$ cat src/rtl/icache_refill.sv
// Purpose : instruction-cache miss refill engine. It takes one miss, issues one line
//           request, packs two 64-bit beats into one 128-bit set and writes that set
//           into a round-robin victim way.
// Latency : at least 4 cycles from the miss handshake to refill_done_o. The REQ stall
//           and the gaps between beats add to this.
// Backpr. : miss_ready_o is low outside IDLE. mem_req is held until it is accepted.
//           Response beats cannot be stalled.
// Ports   : miss_* is the miss handshake from lookup, and kill_i is a pipeline flush.
//           mem_req_* is the line request; mem_resp_* carries the beats.
//           way_* is the single-cycle write port to the way RAMs.
//           refill_done_o pulses for one cycle when the line is written.
module icache_refill #(
    parameter int PADDR_WIDTH = 40,
    parameter int NUM_WAYS    = 4,
    parameter int WORD_SIZE   = 64,
    parameter int SET_WIDTH   = 128,
    parameter int ADDR_WIDTH  = 8
) (
    input  logic                    clk_i,
    input  logic                    rstn_i,
    input  logic                    miss_valid_i,
    input  logic [PADDR_WIDTH-1:0]  miss_paddr_i,
    output logic                    miss_ready_o,
    input  logic                    kill_i,
    output logic                    mem_req_valid_o,
    input  logic                    mem_req_ready_i,
    output logic [PADDR_WIDTH-1:0]  mem_req_addr_o,
    input  logic                    mem_resp_valid_i,
    input  logic [WORD_SIZE-1:0]    mem_resp_data_i,
    output logic [NUM_WAYS-1:0]     way_req_o,
    output logic                    way_we_o,
    output logic [ADDR_WIDTH-1:0]   way_addr_o,
    output logic [SET_WIDTH-1:0]    way_data_o,
    output logic [PADDR_WIDTH-13:0] way_tag_o,
    output logic                    refill_done_o
);

    localparam int VW = $clog2(NUM_WAYS);

    localparam logic [2:0] S_IDLE  = 3'd0;
    localparam logic [2:0] S_REQ   = 3'd1;
    localparam logic [2:0] S_RESP  = 3'd2;
    localparam logic [2:0] S_DRAIN = 3'd3;
    localparam logic [2:0] S_WRITE = 3'd4;

    logic [2:0]             state;
    logic [VW-1:0]          victim;
    logic                   beat_cnt;
    logic [SET_WIDTH-1:0]   line;
    logic [PADDR_WIDTH-1:0] paddr_q;

    always_ff @(posedge clk_i or negedge rstn_i) begin
        if (!rstn_i) begin
            state    <= S_IDLE;
            victim   <= '0;
            beat_cnt <= 1'b0;
            line     <= '0;
            paddr_q  <= '0;
        end else begin
            case (state)
                S_IDLE: begin
                    // A kill in the same cycle as the handshake does not abort the miss.
                    // Beats that arrive here are protocol errors and are dropped.
                    beat_cnt <= 1'b0;
                    if (miss_valid_i) begin
                        paddr_q <= miss_paddr_i;
                        state   <= S_REQ;
                    end
                end
                S_REQ: begin
                    if (mem_req_ready_i) begin
                        // Once memory accepts, both beats will arrive.
                        // A kill at this point must still drain them.
                        beat_cnt <= 1'b0;
                        state    <= kill_i ? S_DRAIN : S_RESP;
                    end else if (kill_i) begin
                        state <= S_IDLE;
                    end
                end
                S_RESP: begin
                    if (kill_i) begin
                        // A beat that arrives in the kill cycle counts toward the drain.
                        if (mem_resp_valid_i && beat_cnt) begin
                            beat_cnt <= 1'b0;
                            state    <= S_IDLE;
                        end else begin
                            beat_cnt <= beat_cnt | mem_resp_valid_i;
                            state    <= S_DRAIN;
                        end
                    end else if (mem_resp_valid_i) begin
                        if (!beat_cnt) begin
                            line[WORD_SIZE-1:0] <= mem_resp_data_i;
                            beat_cnt            <= 1'b1;
                        end else begin
                            line[SET_WIDTH-1:WORD_SIZE] <= mem_resp_data_i;
                            beat_cnt                    <= 1'b0;
                            state                       <= S_WRITE;
                        end
                    end
                end
                S_DRAIN: begin
                    if (mem_resp_valid_i) begin
                        if (beat_cnt) begin
                            beat_cnt <= 1'b0;
                            state    <= S_IDLE;
                        end else begin
                            beat_cnt <= 1'b1;
                        end
                    end
                end
                S_WRITE: begin
                    // NUM_WAYS is a power of two, so the pointer wraps on its own.
                    victim <= victim + 1'b1;
                    state  <= S_IDLE;
                end
                default: state <= S_IDLE;
            endcase
        end
    end

    assign miss_ready_o    = (state == S_IDLE);
    assign mem_req_valid_o = (state == S_REQ);
    assign mem_req_addr_o  = paddr_q & ~PADDR_WIDTH'(15);

    assign way_we_o      = (state == S_WRITE);
    assign refill_done_o = (state == S_WRITE);
    assign way_req_o     = (state == S_WRITE) ? (NUM_WAYS'(1) << victim) : '0;

    // These outputs come straight from registers. They are only meaningful in
    // WRITE, but they never go X.
    assign way_addr_o = paddr_q[11:4];
    assign way_data_o = line;
    assign way_tag_o  = paddr_q[PADDR_WIDTH-1:12];

endmodule

$ cat config.mk
export PLATFORM = sky130hd
export DESIGN_NAME = icache_refill
export DESIGN_NICKNAME = d
export VERILOG_FILES = /design/src/rtl/icache_refill.sv
export SDC_FILE = /design/constraint.sdc
export NUM_CORES = 1
export LEC_CHECK = 0
export CAP_MARGIN = 30
export CORE_ASPECT_RATIO = 0.75
export CORE_MARGIN = 3
export CORE_UTILIZATION = 45
export DETAILED_ROUTE_END_ITERATION = 10
export PLACE_DENSITY = 0.85
export SLEW_MARGIN = 15
export SYNTH_ARGS = -nofsm -noshare
export SYNTH_HDL_FRONTEND = slang
export SYNTH_SLANG_ARGS = --single-unit
$ cat constraint.sdc
create_clock -name clk_i -period 2.98 [get_ports clk_i]
set_input_delay 0.596 -clock clk_i [delete_from_list [all_inputs] [get_ports clk_i]]
set_output_delay 0.596 -clock clk_i [all_outputs]
set_load 0.05 [all_outputs]
---- Word level (Yosys, flattened, before mapping) ----
Cells that the tools add are included.
cells by class
  add/sub/neg operators ................... 1
  equal/unequal tests ..................... 11
  shift-type cells ........................ 1
  muxes and demuxes ....................... 18
  bitwise gates (word level) .............. 3
  reductions and logical operators ........ 8
operators with widths
  cell                 number
  $mux 3               8
  $pmux 3 s4           1
  $reduce_and 4->1     2
  $eq 3x2->1 const B   2
  $mux 1               6
  $ne 2x2->1 const B   3
  $ne 3x3->1 const B   2
  $reduce_and 6->1     1
  $mux 4               1
  $pmux 1 s4           1
  $reduce_and 2->1     2
  $reduce_bool 4->1    1
  $shl 1x2->4 const A  1
  $eq 3x1->1 const B   1
  $eq 3x3->1 const B   1
  $logic_not 3->1      1
  $ne 3x2->1 const B   1
  $add 2x1->2 const B  1
  $mux 2               1
  $ne 2x1->1 const B   1
  $not 1->1            2
  $logic_and 1x1->1    1
  $or 1x1->1           1
word-level totals
  bits in registers ....................... 174
  input bits .............................. 110
  logic and storage cells ................. 48

---- Longest topological paths before layout ----
Gate-level depths: netlist (run 1).
  depth after elaboration ................. 4
  gate-level depth with buffers ........... 6

---- Worst setup path after synthesis (run 1) ----
Ideal clock, no wire load.
  path type ............................... register -> register
  start ................................... reg state[1]
  end ..................................... reg paddr_q[10]
  arrival time ............................ 2.483 ns
  required time ........................... 2.855 ns
  path slack .............................. 0.373 ns
  stages on the path, launching flop included .. 7
  path buffers ............................ 3
  path through ............................ dfrtp_1 > buf_2 > nor3_1 > and2_1 > buf_4 > buf_6 > mux2_2
between the ends
  cells in the longest elaborated chain, start to end .. 2
ends and longest elaborated chain
  what                        line  source
  start, declared             46    logic [2:0] state;
  start signal, assigned      75    state <= kill_i ? S_DRAIN : S_RESP;
  $logic_not 3->1             -
  via miss_ready_o            23    output logic miss_ready_o,
  $reduce_and 2->1 (no line)  -
  end signal, assigned        66    paddr_q <= miss_paddr_i;
  end, declared               50    logic [PADDR_WIDTH-1:0] paddr_q;
The timed path passes the listed nets, and every way through them passes these cells.
A chain may end at the register's enable or synchronous reset.

---- Final worst setup path (run 1) ----
  start ................................... reg state[0]
  end ..................................... out refill_done_o
between the ends
  cells in the longest elaborated chain, start to end .. 1
ends and longest elaborated chain
  what           line  source
  $eq 3x3->1     126   assign refill_done_o = (state == S_WRITE);
  end, declared  35    output logic refill_done_o
Every way passes these cells.

==> impl_results.md, run 1 <==
- Wire length of the first global-routing pass: between 20 and 30 mm
- Clock Sink Count: 170
- Leading register cell type out of synthesis: dfrtp_1
- Net count reported at finish: approximately 830
- Clock slew seen by the registers of the worst setup and hold paths: 0.07 ns
- Final setup slack of the worst path: around 0.15 ns
- HPWL after detailed placement: 13.4 mm
- Crit path required time: about 2.4 ns
- Total Die Area: roughly 0.017 mm2
- Final setup skew: 0.0118 ns
- Largest cells by area after synthesis: dfrtp_1, mux2_2, mux2_4
- Buf/Inv on CP: 1
- Post-route cell area: 0.0107 mm2
- Synth top area share: roughly 60%
- Clock buffers created by TritonCTS: 17
- Global route hottest layer: met2
- Total area of multi-input combinational cells: about 0.0023 mm2
- First-pass iteration count of the detailed router: 4
- Post-synth EDFFs: 0
- Growth of design area from synthesis to finish: 50.1%
- Unique masters post-synth: 28
- GRT Residual Overflow: 0
- Global-route track usage on met2: 35.2%
- Last weighted congestion value of the routability-driven placer: between 0.7 and 0.8
- Setup repair after global routing missed its margin: no
- Sequential cell area: about 0.0043 mm2
- Count of final hold-check violations: 0
- Critical path launch point type: flop
- Area leader, netlist: dfrtp_1
- Standard cell core area: between 0.015 and 0.02 mm2
- # port buffers: between 300 and 400
- Maximum achievable frequency: 353 MHz
- H-tree depth: 4
- Largest incremental delay on the critical path: ~0.88 ns
- Detailed-route DRC error count: 0
- Std cell rows: 39
- Clock latency at the later pin of the worst-skew pair: 0.42 ns
- Worst slew slack as a fraction of its limit: 62.6%
- Buffer levels on the longest clock path: 2
- Status: completed
- Die width: between 150 and 200 um
- Worst Hold Class: input port to asynchronous set/reset pin
- Post-synth ARST share: 100%
- Count of final max-slew check failures: 0
- Initial DRC count: 239
- Cells traversed along the worst timing path: nor3b_4, clkdlybuf4s50_1
- Clock Tree Root: clkbuf_16
- Max cap viols: 0
- Initial core utilization: between 40% and 50%
- Cell count after synthesis: ~430
- Post-CTS repair timing setup buffer count: 0
- Critical path class: flop to primary output
- Vias in the first global route: 4894
- Synth Register Bits: 170
- Critical Path Sink Type: primary output
- Total cell area at the placement stage: about 0.01 mm2
- Overall routing resource usage: between 20% and 30%
- Met3 usage in global routing: ~7.6%
- Kind of cell adding the most delay to the critical path: buffers and inverters
- Remaining number of nets flagged by the antenna check after routing: 0
- Worst-path fanout max: 12
- Setup Viol. Count Final: 0
- Period utilization: a little over nine tenths
- Minimum setup slack after placement: between 0.3 and 0.4 ns
- Via density: between 4 and 5
- DR vias: approximately 4600
- Min Tclk post-route: approximately 2.8 ns
- Total of fill cells in the finished design: 1024
- Arrival time at the worst endpoint: about 2.2 ns
- Average detailed-routed wire length per instance: just under 20 um
- Largest net degree at the start of global routing: 70
- Per-instance average area after synthesis: about 16 um2
- Overall die height: about 110 um
- Ports placed on the boundary: ~320
- Number of warning messages in the yosys log: 0
- Worst-margin pin slew: between 0.5 and 0.6 ns
- Number of antenna violations at the first check in global routing: 0
- Met1 demand-to-capacity share in global routing: roughly 25%
- Sequential-to-total area share from yosys stat: approximately three fifths
- Detailed-route wire length: 18.3 mm
- Layout cell share with drive strength beyond 1: ~28%
- Crit-path slowest cell: clkdlybuf4s50_1
- Diodes inserted: 0
- Clock tree from TritonCTS: built
- Summed negative setup slack over all endpoints: 0 ns
- Cell Area, Synth: 0.00712 mm2
[kinds of logic (layout without fill, tap and decap cells)]
logic type,count (synthesis),count (layout),synth area share [%]
flops,170,170,59.7
mux,164,164,28.5
buf+inv,63,354,7.80
simple gates,21,21,2.16
compound gates,7,7,0.615
fa+ha+maj,5,5,0.878
xor+xnor,2,2,0.246
other cells,1,4,0.0527
[flip-flops by register name (all words and copies together) (netlist names)]
signal and cells:
victim 2, paddr_q 36, way_data_o 128, state 3, beat_cnt 1
[timing repair]
| action | 4_1_cts | 5_1_grt |
|---|---|---|
| endpoints found under the hold margin | 0 | 0 |
| cloned | 0 | 0 |
| hold buffers | 0 | 0 |
| setup endpoints to repair | 4 | 4 |
| gates resized for setup | 1 | 4 |
[placed cells by master (no fill, tap or decap), types with 2 or more instances in the layout]
cell type	n
clkdlybuf4s50_1	308
dfrtp_1	170
mux2_2	115
mux2_4	49
clkbuf_16	17
and2_1	5
ha_1	5
nand2_1	4
conb_1	4
dlymetal6s2s_1	4
buf_12	4
o21ai_0	3
inv_6	3
clkinvlp_4	3
buf_4	3
nor3b_1	2
inv_1	2
nor2_1	2
a21oi_1	2
clkinv_2	2
clkbuf_8	2
bufinv_16	2
[through the flow]
| step | hold slack [ns] | cells | utilization [%] |
|---|---|---|---|
| floorplan | 0.300 | 436 | - |
| global placement | 0.487 | 900 | 65.6 |
| detailed placement | 0.491 | 900 | 65.6 |
| CTS | 0.100 | 932 | 69.5 |
| global route | 0.101 | 932 | 69.5 |
| finish | 0.101 | 932 | 69.5 |
[final cells by class]
cell class,instances,area share [%]
clock buffer,20,4.27
clock inverter,12,1.30
inverter,2,0.0702
multi-input combinational,203,21.8
sequential,170,39.8
tap,205,2.40
timing repair buffer,320,30.4
[cell usage after synthesis, types with 2 or more instances]
master   count
buf_2        4
buf_12       5
nor2_1       2
dfrtp_1    170
and2_1       5
buf_6       10
mux2_2     115
inv_1        2
ha_1         5
o21ai_0      3
nand2_1      4
buf_4       42
mux2_4      49
a21oi_1      2
nor3b_1      2
[worst register-to-register path, delay by kind of cell, from the launching register on]
kind                   cells  cell delay [ns]
DFF                        1             0.44
and+or+nand+nor            2             0.57
buffers and inverters      1             0.43
muxes                      1             0.39
[layer usage]
layer  routed length (um)  vias to the layer above
li1                     -                     2016
met5                    0                        -
met1                 6990                     2320
met2                 9270                      183
met4                  378                        0
met3                 1640                       34
[final timing paths]
kind / startpoint / endpoint / slack (ns) / depth (start not counted)
max: state[0] / refill_done_o / 0.15 / 2
min: rstn_i / way_data_o[91] / 0.10 / 1
max reg2reg: state[2] / way_data_o[127] / 1.03 / 4
min reg2reg: way_data_o[41] / way_data_o[41] / 0.50 / 1
max in group asynchronous: rstn_i / paddr_q[35] / 2.15 / 2
min in group clk_i: way_data_o[41] / way_data_o[41] / 0.50 / 1
Power of run 1 is not shown: default switching activity piles up to over one toggle a cycle in this logic, so the estimate is an artifact.
==> run 2: changes to the inputs <==
--- a/config.mk
+++ b/config.mk
@@ -11,6 +11,7 @@
 export CORE_UTILIZATION = 45
 export DETAILED_ROUTE_END_ITERATION = 10
 export PLACE_DENSITY = 0.85
+export SKIP_LAST_GASP = 1
 export SLEW_MARGIN = 15
 export SYNTH_ARGS = -nofsm -noshare
 export SYNTH_HDL_FRONTEND = slang
==> results of run 2 <==
Same layout as run 1: the final DEF is identical, and so are final timing and power.
Power of run 2 is left out for the same reason.
